[src/rtl/VX_gpu_pkg.sv]
// Shared DXA definitions: launch micro-op codes and the packed engine request
// record used for both the staging and the output registers.
package VX_gpu_pkg;

    localparam int DXA_NUM_LANES  = 4;
    localparam int DXA_XLEN       = 32;
    localparam int DXA_NW_WIDTH   = 4;
    localparam int DXA_UUID_WIDTH = 44;
    localparam int DXA_FLAGS_W    = 16;
    localparam int DXA_NUM_COORDS = 5;

    // Op codes carried in op_args[2:0]; the uop expander emits them in this order.
    localparam logic [2:0] DXA_OP_SETUP0  = 3'd0;
    localparam logic [2:0] DXA_OP_SETUP1  = 3'd1;
    localparam logic [2:0] DXA_OP_COORD01 = 3'd2;
    localparam logic [2:0] DXA_OP_COORD23 = 3'd3;
    localparam logic [2:0] DXA_OP_ISSUE   = 3'd4;

    typedef struct packed {
        logic [DXA_NW_WIDTH-1:0]                  wid;
        logic [DXA_UUID_WIDTH-1:0]                uuid;
        logic [DXA_NUM_LANES-1:0]                 tmask;
        logic [DXA_XLEN-1:0]                      meta;
        logic [DXA_XLEN-1:0]                      bar_addr;
        logic [DXA_XLEN-1:0]                      smem_addr;
        logic [DXA_FLAGS_W-1:0]                   flags;
        logic [DXA_NUM_COORDS-1:0][DXA_XLEN-1:0]  coord;
    } dxa_req_t;

endpackage

[src/rtl/VX_priority_encoder.sv]
// Lowest-set-bit priority encoder: index of the first asserted input and an
// any-bit-set flag.
module VX_priority_encoder #(
    parameter int N  = 4,
    parameter int LN = (N > 1) ? $clog2(N) : 1
) (
    input  logic [N-1:0]  data_in,
    output logic [LN-1:0] index_out,
    output logic          valid_out
);

    always_comb begin
        index_out = '0;
        // Scan downward so the lowest set bit wins.
        for (int i = N - 1; i >= 0; i--) begin
            if (data_in[i]) begin
                index_out = LN'(i);
            end
        end
    end

    assign valid_out = |data_in;

endmodule

[src/rtl/vx_dxa_uop_assembler.sv]
// Collects the five-uop DXA launch sequence from the leader lane and packs it
// into one engine request; staging is separate from the output register.
module vx_dxa_uop_assembler
    import VX_gpu_pkg::*;
#(
    parameter int NUM_LANES  = DXA_NUM_LANES,
    parameter int XLEN       = DXA_XLEN,
    parameter int NW_WIDTH   = DXA_NW_WIDTH,
    parameter int UUID_WIDTH = DXA_UUID_WIDTH
) (
    input  logic                      clk,
    input  logic                      reset,

    input  logic                      uop_valid,
    output logic                      uop_ready,
    input  logic [2:0]                uop_op,
    input  logic [NW_WIDTH-1:0]       uop_wid,
    input  logic [UUID_WIDTH-1:0]     uop_uuid,
    input  logic [NUM_LANES-1:0]      uop_tmask,
    input  logic [NUM_LANES*XLEN-1:0] uop_rs1_data,
    input  logic [NUM_LANES*XLEN-1:0] uop_rs2_data,

    output logic                      req_valid,
    input  logic                      req_ready,
    output logic [NW_WIDTH-1:0]       req_wid,
    output logic [UUID_WIDTH-1:0]     req_uuid,
    output logic [NUM_LANES-1:0]      req_tmask,
    output logic [XLEN-1:0]           req_meta,
    output logic [XLEN-1:0]           req_bar_addr,
    output logic [XLEN-1:0]           req_smem_addr,
    output logic [DXA_FLAGS_W-1:0]    req_flags,
    output logic [5*XLEN-1:0]         req_coord,

    output logic                      seq_err
);

    localparam int LANE_W = (NUM_LANES > 1) ? $clog2(NUM_LANES) : 1;

    // Each state is named after the op it expects, so the encoding equals that op code.
    localparam logic [2:0] EXP_S0  = DXA_OP_SETUP0;
    localparam logic [2:0] EXP_S1  = DXA_OP_SETUP1;
    localparam logic [2:0] EXP_C01 = DXA_OP_COORD01;
    localparam logic [2:0] EXP_C23 = DXA_OP_COORD23;
    localparam logic [2:0] EXP_ISS = DXA_OP_ISSUE;

    logic [2:0]  state_q, state_d;
    dxa_req_t    stage_q, stage_d;
    dxa_req_t    req_q, req_d;
    logic        req_valid_q, req_valid_d;
    logic        seq_err_q, seq_err_d;

    logic [LANE_W-1:0] lead_idx;
    logic              lead_valid;
    logic [XLEN-1:0]   rs1_lane [NUM_LANES];
    logic [XLEN-1:0]   rs2_lane [NUM_LANES];
    logic [XLEN-1:0]   lead_rs1;
    logic [XLEN-1:0]   lead_rs2;

    logic uop_fire;
    logic uop_bad;

    VX_priority_encoder #(
        .N (NUM_LANES)
    ) lead_enc (
        .data_in   (uop_tmask),
        .index_out (lead_idx),
        .valid_out (lead_valid)
    );

    genvar gi;
    generate
        for (gi = 0; gi < NUM_LANES; gi++) begin : g_lane
            assign rs1_lane[gi] = uop_rs1_data[gi*XLEN +: XLEN];
            assign rs2_lane[gi] = uop_rs2_data[gi*XLEN +: XLEN];
        end
    endgenerate

    assign lead_rs1 = rs1_lane[lead_idx];
    assign lead_rs2 = rs2_lane[lead_idx];

    // ISSUE may only be taken when the output register is free or draining this cycle.
    assign uop_ready = (state_q != EXP_ISS) | ~req_valid_q | req_ready;
    assign uop_fire  = uop_valid & uop_ready;

    assign uop_bad = (uop_op != state_q)
                   | ((state_q != EXP_S0) & (uop_wid != stage_q.wid))
                   | ~lead_valid;

    always_comb begin
        state_d     = state_q;
        stage_d     = stage_q;
        req_d       = req_q;
        req_valid_d = req_valid_q & ~req_ready;
        seq_err_d   = 1'b0;

        if (uop_fire) begin
            if ((uop_op == DXA_OP_SETUP0) & lead_valid) begin
                // A well-formed SETUP0 always (re)starts a launch, flagged if it interrupted one.
                stage_d.wid      = uop_wid;
                stage_d.uuid     = uop_uuid;
                stage_d.tmask    = uop_tmask;
                stage_d.meta     = lead_rs1;
                stage_d.bar_addr = lead_rs2;
                state_d          = EXP_S1;
                seq_err_d        = uop_bad;
            end else if (uop_bad) begin
                state_d   = EXP_S0;
                seq_err_d = 1'b1;
            end else begin
                case (state_q)
                    EXP_S1: begin
                        stage_d.smem_addr = lead_rs1;
                        stage_d.flags     = lead_rs2[XLEN-1 -: DXA_FLAGS_W];
                        state_d           = EXP_C01;
                    end
                    EXP_C01: begin
                        stage_d.coord[0] = lead_rs1;
                        stage_d.coord[1] = lead_rs2;
                        state_d          = EXP_C23;
                    end
                    EXP_C23: begin
                        stage_d.coord[2] = lead_rs1;
                        stage_d.coord[3] = lead_rs2;
                        state_d          = EXP_ISS;
                    end
                    EXP_ISS: begin
                        stage_d.coord[4] = lead_rs1;
                        req_d            = stage_d;
                        req_valid_d      = 1'b1;
                        state_d          = EXP_S0;
                    end
                    default: begin
                        state_d = EXP_S0;
                    end
                endcase
            end
        end
    end

    always_ff @(posedge clk or posedge reset) begin
        if (reset) begin
            state_q     <= EXP_S0;
            stage_q     <= '0;
            req_q       <= '0;
            req_valid_q <= 1'b0;
            seq_err_q   <= 1'b0;
        end else begin
            state_q     <= state_d;
            stage_q     <= stage_d;
            req_q       <= req_d;
            req_valid_q <= req_valid_d;
            seq_err_q   <= seq_err_d;
        end
    end

    assign req_valid     = req_valid_q;
    assign seq_err       = seq_err_q;
    assign req_wid       = req_q.wid;
    assign req_uuid      = req_q.uuid;
    assign req_tmask     = req_q.tmask;
    assign req_meta      = req_q.meta;
    assign req_bar_addr  = req_q.bar_addr;
    assign req_smem_addr = req_q.smem_addr;
    assign req_flags     = req_q.flags;
    assign req_coord     = req_q.coord;

endmodule

[config.mk]
export PLATFORM = sky130hd
export DESIGN_NAME = vx_dxa_uop_assembler
export DESIGN_NICKNAME = d
export VERILOG_FILES = /design/src/rtl/VX_gpu_pkg.sv /design/src/rtl/VX_priority_encoder.sv /design/src/rtl/vx_dxa_uop_assembler.sv
export SDC_FILE = /design/constraint.sdc
export NUM_CORES = 1
export LEC_CHECK = 0
export CORE_AREA = 2 2 250 252
export CTS_CLUSTER_DIAMETER = 150
export DETAILED_ROUTE_END_ITERATION = 10
export DIE_AREA = 0 0 252 254
export GPL_TIMING_DRIVEN = 0
export MAX_ROUTING_LAYER = met4
export PLACE_DENSITY = 0.7
export SKIP_LAST_GASP = 1
export SYNTH_ARGS = -nofsm -noshare
export SYNTH_HDL_FRONTEND = slang
export SYNTH_HIERARCHICAL = 1
export SYNTH_SLANG_ARGS = --single-unit
[constraint.sdc]
create_clock -name clk -period 31 [get_ports clk]
set_input_delay 4.65 -clock clk [delete_from_list [all_inputs] [get_ports clk]]
set_output_delay 4.65 -clock clk [all_outputs]
set_load 0.02 [all_outputs]
* After elaboration in Yosys (flattened, before gate mapping)
Cells that the tools add are included.
Widths: inputs -> output; s select.
** Storage, ports and cells
- Flip-flop bits (word level) :: 621
- Bits in latches :: 0
- Bits in writable memories :: 0
- Memory bits (read-only) :: 0
- Bits of input ports :: 315
- Output and inout port bits :: 327
- Word-level logic and storage cells :: 76
- Memories :: 0
** Cells by class
- Add/sub/neg operators :: 0
- Multiply operators :: 0
- Divide/modulo/power cells :: 0
- $lt $le $gt $ge :: 1
- Equal/unequal tests :: 7
- Shifts and indexed selects :: 0
- Mux-type cells :: 20
- Bitwise logic cells :: 14
- Reduce and logical (&&, ||, !) cells :: 8
** Operators with widths (count)
- $bmux 32 s2 :: 2
- $mux 32 :: 4
- $reduce_and 4->1 :: 4
- $pmux 3 s3 :: 1
- $mux 2 :: 4
- $mux 1 :: 7
- $eq 3x2->1 const B :: 2
- $mux 3 :: 2
- $not 1->1 :: 5
- $and 1x1->1 :: 4
- $ne 4x4->1 :: 1
- $or 1x1->1 :: 4
- $reduce_or 4->1 :: 1
- $eq 3x1->1 const B :: 1
- $eq 3x3->1 const B :: 1
- $ge 3x3->1 const B :: 1
- $logic_not 3->1 :: 1
- $ne 3x3->1 :: 1
- $ne 3x3->1 const B :: 1
- $not 2->3 :: 1
- $reduce_bool 3->1 :: 1
- $reduce_and 2->1 :: 1

* Depth between registers and ports, before layout
Gate-level depths: netlist of the first run.
- Depth in word-level cells :: 8
- Gate-level depth with buffers :: 8
- Depth with buffers taken out :: 6

* By module
Netlist of the first run, hierarchy kept.
** Modules (own cells, without submodules)
- vx_dxa_uop_assembler :: times used 1, cells each 1425, area each 25719.7 um^2
- VX_priority_encoder :: times used 1, cells each 7, area each 35.0 um^2

* Worst setup path after synthesis of the first run
OpenSTA, ideal clock, no wires.
- Path kind :: input to output
- From :: in req_ready
- To :: out uop_ready
- Arrival time :: 5167 ps
- Path slack :: 21183 ps
- Stages on the path :: 2
- Path buffers :: 0
- Cell sequence :: nand2b_1 > or2_2
** Between the ends
- Longest elaborated chain between the ends :: 1
** RTL lines
- start: declaration :: RTL line vx_dxa_uop_assembler.sv:24 : input logic req_ready,
- $or 1x1->1 :: RTL line vx_dxa_uop_assembler.sv:82 : assign uop_ready = (state_q != EXP_ISS) | ~req_valid_q | req_ready;
- end: declaration :: RTL line vx_dxa_uop_assembler.sv:15 : output logic uop_ready,
No other way between the ends.

* Worst setup path after layout of the first run
Same ends and word-level chain as after synthesis.

==> run_results.csv, run 1 <==
group,metric,value,unit
status,status,"finished, final reports clean",
power_and_ir_drop,power_density,52.60,nW/um^2
routing,wire_per_inst,24.63,microns
global_routing,grt_max_degree,127,
clock_tree,cts_buffers,68,
timing,hold_violations,0,
placement,gp_congestion,0.8105,
synth,yosys_most_used_dff,"dfrtp_1",
routing,first_pass_iters,4,
global_routing,grt_pass1_vias,16750,
synth,synthesis.area,25750,sq um
worst_setup_path,max_stage_delay,590,ps
clock_tree,post_cts_resized,0,
routing,vias_per_cell,5.121,
layout,instances_no_fill,2991,
synth,avgSynthCellArea,17.99,sq um
clock_tree,cts-root-buf,"clkbuf_16",
flow_run,drv_cap,0,
global_routing,gr-total-overflow,0,
synth,synthArstFlopShare,100.0,%
timing,fmax,92.13,MHz
routing,drt_iter0_drc,737,
worst_setup_path,required,26350,ps
layout,layout-drive-gt1-share,39.38,%
die,dieArea,64010,sq um
synth,syn-num-nets,1747,
timing,fin_ws,20150,ps
synth,ys_seq_area_share,60.34,%
die,ioPinCount,642,
worst_setup_path,crit_buf_inv,2,
worst_setup_path,path_common_cell,"clkdlybuf4s50_1",
placement,dpl-instance-area,33300,sq um
synth,yosys_warnings,6,
global_routing,grt_use_met2,38.58,%
worst_setup_path,worstPathMaxFanout,4,
timing,slew_viol_final,0,
timing,maxSlewHeadroom,35.55,%
clock_tree,h-tree-depth,3,
timing,fin_crit_sh,35.01,%
timing,tightest_slew,966.7,ps
synth,synth_area_leader_cell,"dfrtp_1",
synth,synthTopCellsByArea,"dfrtp_1, mux2_2, mux2_4",
synth,synth_edf_count,0,
clock_tree,post_cts_buffers,0,
layout,fillers,4717,
worst_setup_path,critPathArrivalTime,6200,ps
die,initial_utilization,42.04,%
worst_hold_path,min_path_type,"reg2reg",
placement,dp_cells,2867,
placement,pre_cts_slack,20160,ps
timing,setup_viol,0,
layout,fin_nets,2462,
timing,grt_setup_unrepaired,"false",
global_routing,antenna_found_initial,2,
die,coreArea,61260,sq um
die,die_h,254,microns
worst_setup_path,end_kind,"output port",
power_and_ir_drop,leakagePower,17.11,nW
routing,wl,73650,microns
timing,finalSetupTns,0,ps
global_routing,grt_usage,23.66,%
clock_tree,numClockSinks,621,
worst_setup_path,cp_cell_sequence,"clkdlybuf4s50_1 > nand2b_1 > or2_2 > clkdlybuf4s50_1",
die,rows,91,
synth,synth.top_cell.area_share,60.34,%
layout,area_growth,38.34,%
routing,num_vias,15320,
synth,syn_inst,1432,
global_routing,grt-busiest-layer,"met2",
worst_setup_path,cp_slowest_cell,"clkdlybuf4s50_1",
clock_tree,clk_latency,600,ps
timing,timing.final.crit_period,10850,ps
worst_setup_path,crit_family,"buffers and inverters",
global_routing,grtUsageMet1,29.06,%
clock_tree,cts_max_path_buffers,3,
clock_tree,hold_buffers,0,
timing,finalClockSkew,19.63,ps
layout,stdcell_area,35630,sq um
clock_tree,cts_tree,"built",
synth,yosysUniqueCellTypes,35,
worst_setup_path,worstSetupPathType,"in2out",
global_routing,grt_pass1_wl,108800,microns
worst_setup_path,critPathLaunchType,"primary input",
die,die_w,252,microns
routing,drc,0,
routing,ant_nets,0,
clock_tree,cts.clk_slew.worst_paths,60,ps
layout,final_common_cell,"clkdlybuf4s50_1",
global_routing,met3_usage,5.162,%
synth,ys_ff_latch,621,
placement,dpl.hpwl,54200,microns
power_and_ir_drop,vdd_drop_max,42.48,uV
layout,mostFrequentLayoutCells,"clkdlybuf4s50_1, dfrtp_1, mux2_2",
placement,numPortBuffers,640,
sequential cells by signal, indices dropped and copies added, names as in the netlist:
register and flops:
req_meta 32, req_wid 4, seq_err 1, req_bar_addr 32, req_coord 160, req_flags 16
req_tmask 4, req_smem_addr 32, req_valid 1, state_q 3, req_uuid 44, stage_q 292
stage by stage:
step                power [mW]  hold slack (ps)  utilization (%)
global placement         1.046            481.5            54.12
finish                   1.874            489.3            58.16
global route             1.949            500.4            58.16
floorplan               0.9769            474.9                -
detailed placement       1.055            484.7            54.35
CTS                      1.898            492.4            58.16
worst register-to-register path, delay by kind of cell (launching register included):
family                 cells  cell delay [ps]
AO/OA/AOI/OAI              2              960
AND/OR/NAND/NOR            2              660
buffers and inverters      2              880
flip-flops                 1              450
layer usage:
metal | vias up | routed length, microns | share of wire, %
met5 | - | 0 | 0
met4 | 0 | 2356 | 3.2
met3 | 107 | 4939 | 6.7
met2 | 500 | 36540 | 50
met1 | 8059 | 29820 | 40
li1 | 6652 | - | -
where the power goes:
group / internal, mW / switching [mW]
registers: 0.859 / 0.0247
clock network: 0.507 / 0.328
logic: 0.0907 / 0.0638
synth_stat cells (all sizes together), types with 3 or more instances:
cell / number
buf: 73
xnor2: 6
mux2: 616
clkbuf: 10
dfrtp: 621
inv: 5
nor2: 4
nand2: 4
mux4: 64
nand4: 3
logic make-up (layout without fill, tap and decap cells):
logic type                after synthesis  count (layout)  synth area share, %
AOI/OAI and AO/OA                      10              10               0.3158
xor gates and xnor gates                6               6               0.2332
buffers and inverters                  88             855                2.322
DFF                                   621             621                60.34
muxes                                 680             680                36.16
other                                   0               2                    0
and+or+nand+nor                        27              27               0.6316
worst paths after layout:
kind                       cells after the start                          to                      from  slack [ps]
min                                            1   req_flags[15]$_DFFE_PP0P_  stage_q[175]$_DFFE_PP0P_         490
max                                            4                   uop_ready                 req_ready       20150
max in group asynchronous                      5  req_coord[115]$_DFFE_PP0P_                     reset       24410
min in group asynchronous                      2    req_uuid[10]$_DFFE_PP0P_                     reset        4550
max reg2reg                                    6      state_q[0]$_DFFE_PP0P_    state_q[0]$_DFFE_PP0P_       27940
min reg2reg                                    1   req_flags[15]$_DFFE_PP0P_  stage_q[175]$_DFFE_PP0P_         490
area by class of cell:
| type | count | area, sq um | share of cell area [%] |
|---|---|---|---|
| Clock inverter | 19 | 281.5 | 0.7901 |
| Multi-Input combinational cell | 723 | 9617 | 26.99 |
| Sequential cell | 621 | 15540 | 43.62 |
| Buffer | 83 | 580.6 | 1.629 |
| Clock buffer | 103 | 2047 | 5.745 |
| Inverter | 5 | 26.28 | 0.07375 |
| Antenna cell | 2 | 5.005 | 0.01405 |
| Timing Repair Buffer | 645 | 6544 | 18.37 |
| Tap cell | 790 | 988.4 | 2.774 |
No activity file was read; power rests on OpenSTA's default activity.
==> inputs of run 2 (changes only) <==
Clock period 31 ns to 10.2 ns, I/O delays scaled along.
==> run 2 against run 1 <==
  * Non-clock buffer count rose by 11
  * Global-route usage decreased by 0.26 points
  * Sequential cell count is the same
  * Clock power grew to 3.1 times the previous value
  * Critical path type unchanged
  * Largest cell class unchanged
==> run_results.csv, run 2 (same netlist as run 1, synthesis figures left out) <==
group,metric,value,unit
worst_setup_path,required,8670,ps
timing,hold_violations,0,
status,status,"finished, final reports clean",
worst_setup_path,critPathLaunchType,"primary input",
routing,num_vias,15280,
clock_tree,cts_tree,"built",
die,rows,91,
die,die_w,252,microns
worst_setup_path,max_stage_delay,600,ps
worst_setup_path,cp_slowest_cell,"clkdlybuf4s50_1",
placement,dpl.hpwl,53930,microns
die,coreArea,61260,sq um
placement,numPortBuffers,640,
layout,fillers,4629,
timing,fin_crit_sh,45.66,%
worst_hold_path,holdCritStartpoint,"stage_q[165]$_DFFE_PP0P_",
layout,mostFrequentLayoutCells,"clkdlybuf4s50_1, dfrtp_1, mux2_2",
clock_tree,h-tree-depth,3,
die,initial_utilization,42.04,%
worst_setup_path,worstRegToRegCells,6,
worst_setup_path,critPathLaunch,"req_ready",
worst_setup_path,r2r_setup_slack,7130,ps
placement,gp_congestion,0.8039,
placement,pre_cts_slack,5482,ps
layout,final_common_cell,"clkdlybuf4s50_1",
global_routing,gr-total-overflow,0,
timing,fmax,214.7,MHz
worst_hold_path,min_path_type,"reg2reg",
timing,grt_setup_unrepaired,"false",
worst_setup_path,crit_family,"buffers and inverters",
timing,timing.final.crit_period,4657,ps
timing,setup_viol,0,
routing,ant_nets,0,
worst_setup_path,cp_cell_sequence,"clkdlybuf4s50_1 > nand2b_1 > or2_2 > clkdlybuf4s50_1",
worst_setup_path,path_common_cell,"clkdlybuf4s50_1",
timing,finalSetupTns,0,ps
power_and_ir_drop,vdd_drop_max,107.5,uV
routing,first_pass_iters,4,
die,ioPinCount,642,
global_routing,grt_pass1_vias,16780,
die,die_h,254,microns
worst_setup_path,crit_buf_inv,2,
power_and_ir_drop,leakagePower,17.23,nW
worst_hold_path,min_to,"req_flags[5]$_DFFE_PP0P_",
routing,wire_per_inst,24.11,microns
worst_setup_path,worstPathMaxFanout,4,
worst_setup_path,critPathArrivalTime,3130,ps
routing,drt_iter0_drc,651,
clock_tree,cts_buffers,71,
global_routing,grt_max_degree,45,
layout,regMostFlops,"stage_q",
timing,finalClockSkew,12.70,ps
worst_hold_path,hold_depth,1,
layout,largest_reg_flops,292,
die,dieArea,64010,sq um
worst_setup_path,r2r-end,"stage_q[101]$_DFFE_PP0P_",
power_and_ir_drop,p_total,5.726,mW
timing,tightest_slew,957.9,ps
worst_setup_path,end_kind,"output port",
flow_run,drv_cap,0,
worst_setup_path,path_depth,4,
routing,drc,0,
clock_tree,cts.clk_slew.worst_paths,60,ps
clock_tree,cts_max_path_buffers,3,
timing,slew_viol_final,0,
worst_setup_path,worstSetupPathType,"in2out",
timing,fin_ws,5543,ps
clock_tree,post_cts_resized,0,
clock_tree,clk_latency,600,ps
worst_setup_path,crit-reg2reg-launch,"stage_q[323]$_DFFE_PP0P_",
clock_tree,hold_buffers,0,
layout,area_growth,39.26,%
layout,layout-drive-gt1-share,39.99,%
timing,maxSlewHeadroom,36.14,%
layout,fin_nets,2476,
clock_tree,post_cts_buffers,0,
global_routing,antenna_found_initial,9,
routing,wl,72490,microns
power_and_ir_drop,power_density,159.6,nW/um^2
global_routing,grt_pass1_wl,108200,microns
routing,vias_per_cell,5.080,
clock_tree,cts-root-buf,"clkbuf_16",
global_routing,grt_usage,23.40,%
clock_tree,numClockSinks,621,
run 2: cell count changes in the layout (fill, tap and decap cells not counted), moves of 2 or more:
| cell | change |
|---|---|
| bufinv_16 | -3 |
| buf_16 | -5 |
| buf_12 | +16 |
| diode_2 | +2 |
| clkbuf_16 | +3 |
| clkinvlp_4 | +2 |
| clkbuf_8 | +6 |
| clkbuf_1 | -5 |
run 2: layout make-up:
class | count | area (sq um) | area share, %
repair buffers | 656 | 6726 | 18.75
multi-input cells | 723 | 9617 | 26.81
flip-flops and latches | 621 | 15540 | 43.33
well taps | 790 | 988.4 | 2.756
diodes | 4 | 10.01 | 0.02791
clock inverters | 18 | 196.4 | 0.5477
inverters | 5 | 22.52 | 0.06279
clock buffers | 107 | 2186 | 6.094
plain buffers | 83 | 580.6 | 1.619
run 2: power by group:
group	switching, mW	internal (mW)	total [mW]	leakage [nW]
logic	0.192	0.282	0.475	7.62
registers	0.0753	2.61	2.69	8.43
clock network	1.01	1.56	2.56	1.18
run 2: metal layers:
layer / routed length (microns) / global-route usage (%) / part of all wire, % / vias up
met3: 4727 / 5.920 / 6.5 / 135
li1: - / - / - / 6675
met2: 35560 / 37.61 / 49 / 497
met1: 29580 / 28.62 / 41 / 7970
met4: 2622 / 8.791 / 3.6 / 0
met5: 0 / - / 0 / -
run 2: worst max path at each step:
| stage | end |
|---|---|
| 3_5_place_dp | stage_q[52]$_DFFE_PP0P_ |
| 6_report | uop_ready |
| 4_1_cts | uop_ready |
| 3_3_place_gp | stage_q[191]$_DFFE_PP0P_ |
| 5_1_grt | uop_ready |
| 2_1_floorplan | req_bar_addr[0]$_DFFE_PP0P_ |
run 2: metrics by stage:
step	utilization (%)	hold WS, ps	cells	area [sq um]
global route	58.55	503.2	3007	35870
detailed placement	54.65	487.7	2878	33470
finish	58.55	489.6	3007	35870
floorplan	-	474.9	1432	25760
CTS	58.54	494.1	3003	35860
global placement	54.12	481.8	2862	33150
run 2: worst register-to-register path, cell delays in order (launching register included):
cell and delay [ps]:
dfrtp_1 400, xnor2_1 480, nand4_1 230, nor3_1 260
clkbuf_1 750, buf_2 460, mux2_2 390
==> inputs of run 3 (changes only) <==
Settings changed: PLACE_DENSITY 0.7 to 0.73.
Clock period 10.2 ns to 4.2 ns, I/O delays scaled along.
==> run 3 against run 2 <==
  * Worst setup slack worse by 4600 ps
  * Sequential cell count is the same
  * Largest power group unchanged
  * Via count rose by 1.0%
  * Global-route usage rose by 0.26 points
  * Clock power rose by 130%
  * Wire length up 2.1%
  * Largest cell class unchanged
==> run_results.csv, run 3 (same netlist as run 1, synthesis figures left out) <==
group,metric,value,unit
worst_hold_path,hold_depth,1,
timing,finalSetupTns,0,ps
layout,fillers,4660,
worst_hold_path,holdCritStartpoint,"stage_q[252]$_DFFE_PP0P_",
clock_tree,post_cts_resized,0,
timing,tightest_slew,999.3,ps
worst_setup_path,required,4670,ps
clock_tree,cts_buffers,68,
layout,area_growth,38.92,%
routing,ant_nets,0,
worst_setup_path,worstPathMaxFanout,10,
worst_setup_path,critPathArrivalTime,3700,ps
routing,num_vias,15430,
layout,fin_nets,2474,
clock_tree,post_cts_buffers,0,
clock_tree,cts-root-buf,"clkbuf_16",
timing,timing.final.crit_period,3231,ps
worst_setup_path,r2r_setup_slack,1060,ps
flow_run,drv_cap,0,
global_routing,antenna_found_initial,7,
layout,fin_util,58.41,%
die,dieArea,64010,sq um
placement,dpl-instance-area,33510,sq um
timing,slew_viol_final,0,
worst_setup_path,crit-reg2reg-launch,"stage_q[323]$_DFFE_PP0P_",
worst_hold_path,min_to,"req_meta[12]$_DFFE_PP0P_",
global_routing,grt_pass1_wl,109400,microns
worst_setup_path,cp_cell_sequence,"clkdlybuf4s50_1 > xnor2_1 > nand4_1 > nor3_1 > clkbuf_1 > buf_2 > mux2_2",
power_and_ir_drop,vdd_drop_max,229.0,uV
die,rows,91,
global_routing,grt_max_degree,45,
timing,setup_viol,0,
routing,wl,74030,microns
placement,dp_cells,2879,
die,coreArea,61260,sq um
layout,regMostFlops,"stage_q",
die,ioPinCount,642,
global_routing,grt_pass1_vias,17120,
power_and_ir_drop,power.switching,3.136,mW
timing,hold_violations,0,
timing,maxSlewHeadroom,33.38,%
routing,drc,0,
clock_tree,h-tree-depth,3,
routing,wire_per_inst,24.60,microns
layout,stdcell_area,35780,sq um
power_and_ir_drop,p_comb_share,8.5,%
power_and_ir_drop,p_int,10.53,mW
clock_tree,cts_tree,"built",
die,initial_utilization,42.04,%
timing,grt_setup_unrepaired,"false",
worst_setup_path,crit_buf_inv,3,
global_routing,gr-total-overflow,0,
routing,drt_iter0_drc,671,
power_and_ir_drop,leakagePower,17.17,nW
clock_tree,clk_latency,600,ps
worst_setup_path,worstRegToRegCells,6,
placement,numPortBuffers,640,
power_and_ir_drop,sw_frac_of_total,22.95,%
worst_setup_path,crit_family,"buffers and inverters",
clock_tree,cts_max_path_buffers,3,
timing,finalClockSkew,19.50,ps
clock_tree,hold_buffers,0,
placement,dpl.hpwl,55040,microns
power_and_ir_drop,power_density,381.9,nW/um^2
timing,fin_crit_sh,76.93,%
timing,fmax,309.5,MHz
worst_setup_path,cp_slowest_cell,"clkbuf_1",
global_routing,grt_usage,23.66,%
status,status,"finished, final reports clean",
worst_setup_path,worstSetupPathType,"in2reg",
clock_tree,numClockSinks,621,
routing,first_pass_iters,4,
layout,instances_no_fill,3009,
worst_setup_path,path_depth,7,
clock_tree,cts.clk_slew.worst_paths,60,ps
layout,layout-drive-gt1-share,40.05,%
power_and_ir_drop,p_clk_share,43.7,%
worst_setup_path,critPathLaunchType,"primary input",
die,die_h,254,microns
layout,seqCellArea,15540,sq um
worst_hold_path,min_path_type,"reg2reg",
die,die_w,252,microns
worst_setup_path,r2r-end,"stage_q[70]$_DFFE_PP0P_",
routing,vias_per_cell,5.128,
power_and_ir_drop,seqPwrFrac,47.8,%
layout,final_common_cell,"clkdlybuf4s50_1",
layout,multiInputGateArea,9617,sq um
timing,holdWs,477.9,ps
layout,largest_reg_flops,292,
worst_setup_path,max_stage_delay,780,ps
placement,gp_congestion,0.8793,
worst_setup_path,end_kind,"flop",
layout,mostFrequentLayoutCells,"clkdlybuf4s50_1, dfrtp_1, mux2_2",
## run 3: cell count changes in the layout (fill, tap and decap cells not counted), sizes merged
cell      change
clkinv        +6
buf           +1
inv           +3
clkbuf       -15
diode         +3
clkinvlp      +4
## run 3: worst reg2reg max path: cells and delay by family, from the launching register on
family                    cells  cell delay, ps
DFF                           1             400
xor gates and xnor gates      1             490
muxes                         1             390
buffers and inverters         2            1250
and+or+nand+nor               2             500
## run 3: worst max path at each step
stage,start,to,slack [ps]
after floorplan,reset,req_bar_addr[0]$_DFFE_PP0P_,-4910
after global placement,reset,req_coord[143]$_DFFE_PP0P_,-8340
after detailed placement,uop_wid[3],stage_q[100]$_DFFE_PP0P_,370
after CTS,uop_wid[3],stage_q[96]$_DFFE_PP0P_,970
after global routing,uop_tmask[3],stage_q[97]$_DFFE_PP0P_,840
final,uop_wid[3],stage_q[70]$_DFFE_PP0P_,970
## run 3: layout make-up
class	instances	area share [%]
Sequential cell	621	43.43
Multi-Input combinational cell	723	26.88
Inverter	5	0.06295
Buffer	83	1.623
Timing Repair Buffer	657	18.90
Antenna cell	7	0.04896
Clock buffer	92	5.494
Clock inverter	31	0.8008
Tap cell	790	2.763
## run 3: through the flow
stage          setup slack [ps]  power [mW]
3_3_place_gp              -8336       7.712
3_5_place_dp              373.4       7.817
2_1_floorplan             -4907       7.214
4_1_cts                   973.0       13.83
5_1_grt                   836.2       14.19
6_report                  968.8       13.67
## run 3: routing by layer
metal | global-route usage (%) | wire length, microns | share of wire, %
met4 | 10.08 | 2668 | 3.6
met5 | - | 0 | 0
met1 | 28.48 | 29700 | 40
met3 | 5.623 | 4813 | 6.5
met2 | 38.28 | 36840 | 50
## run 3: power by group through the flow
stage	Combinational (mW)	Sequential, mW	Clock (mW)
2_1_floorplan	0.631	6.58	0
3_3_place_gp	1.09	6.62	0
3_5_place_dp	1.18	6.64	0
4_1_cts	1.18	6.53	6.12
5_1_grt	1.26	6.57	6.36
6_report	1.16	6.53	5.97
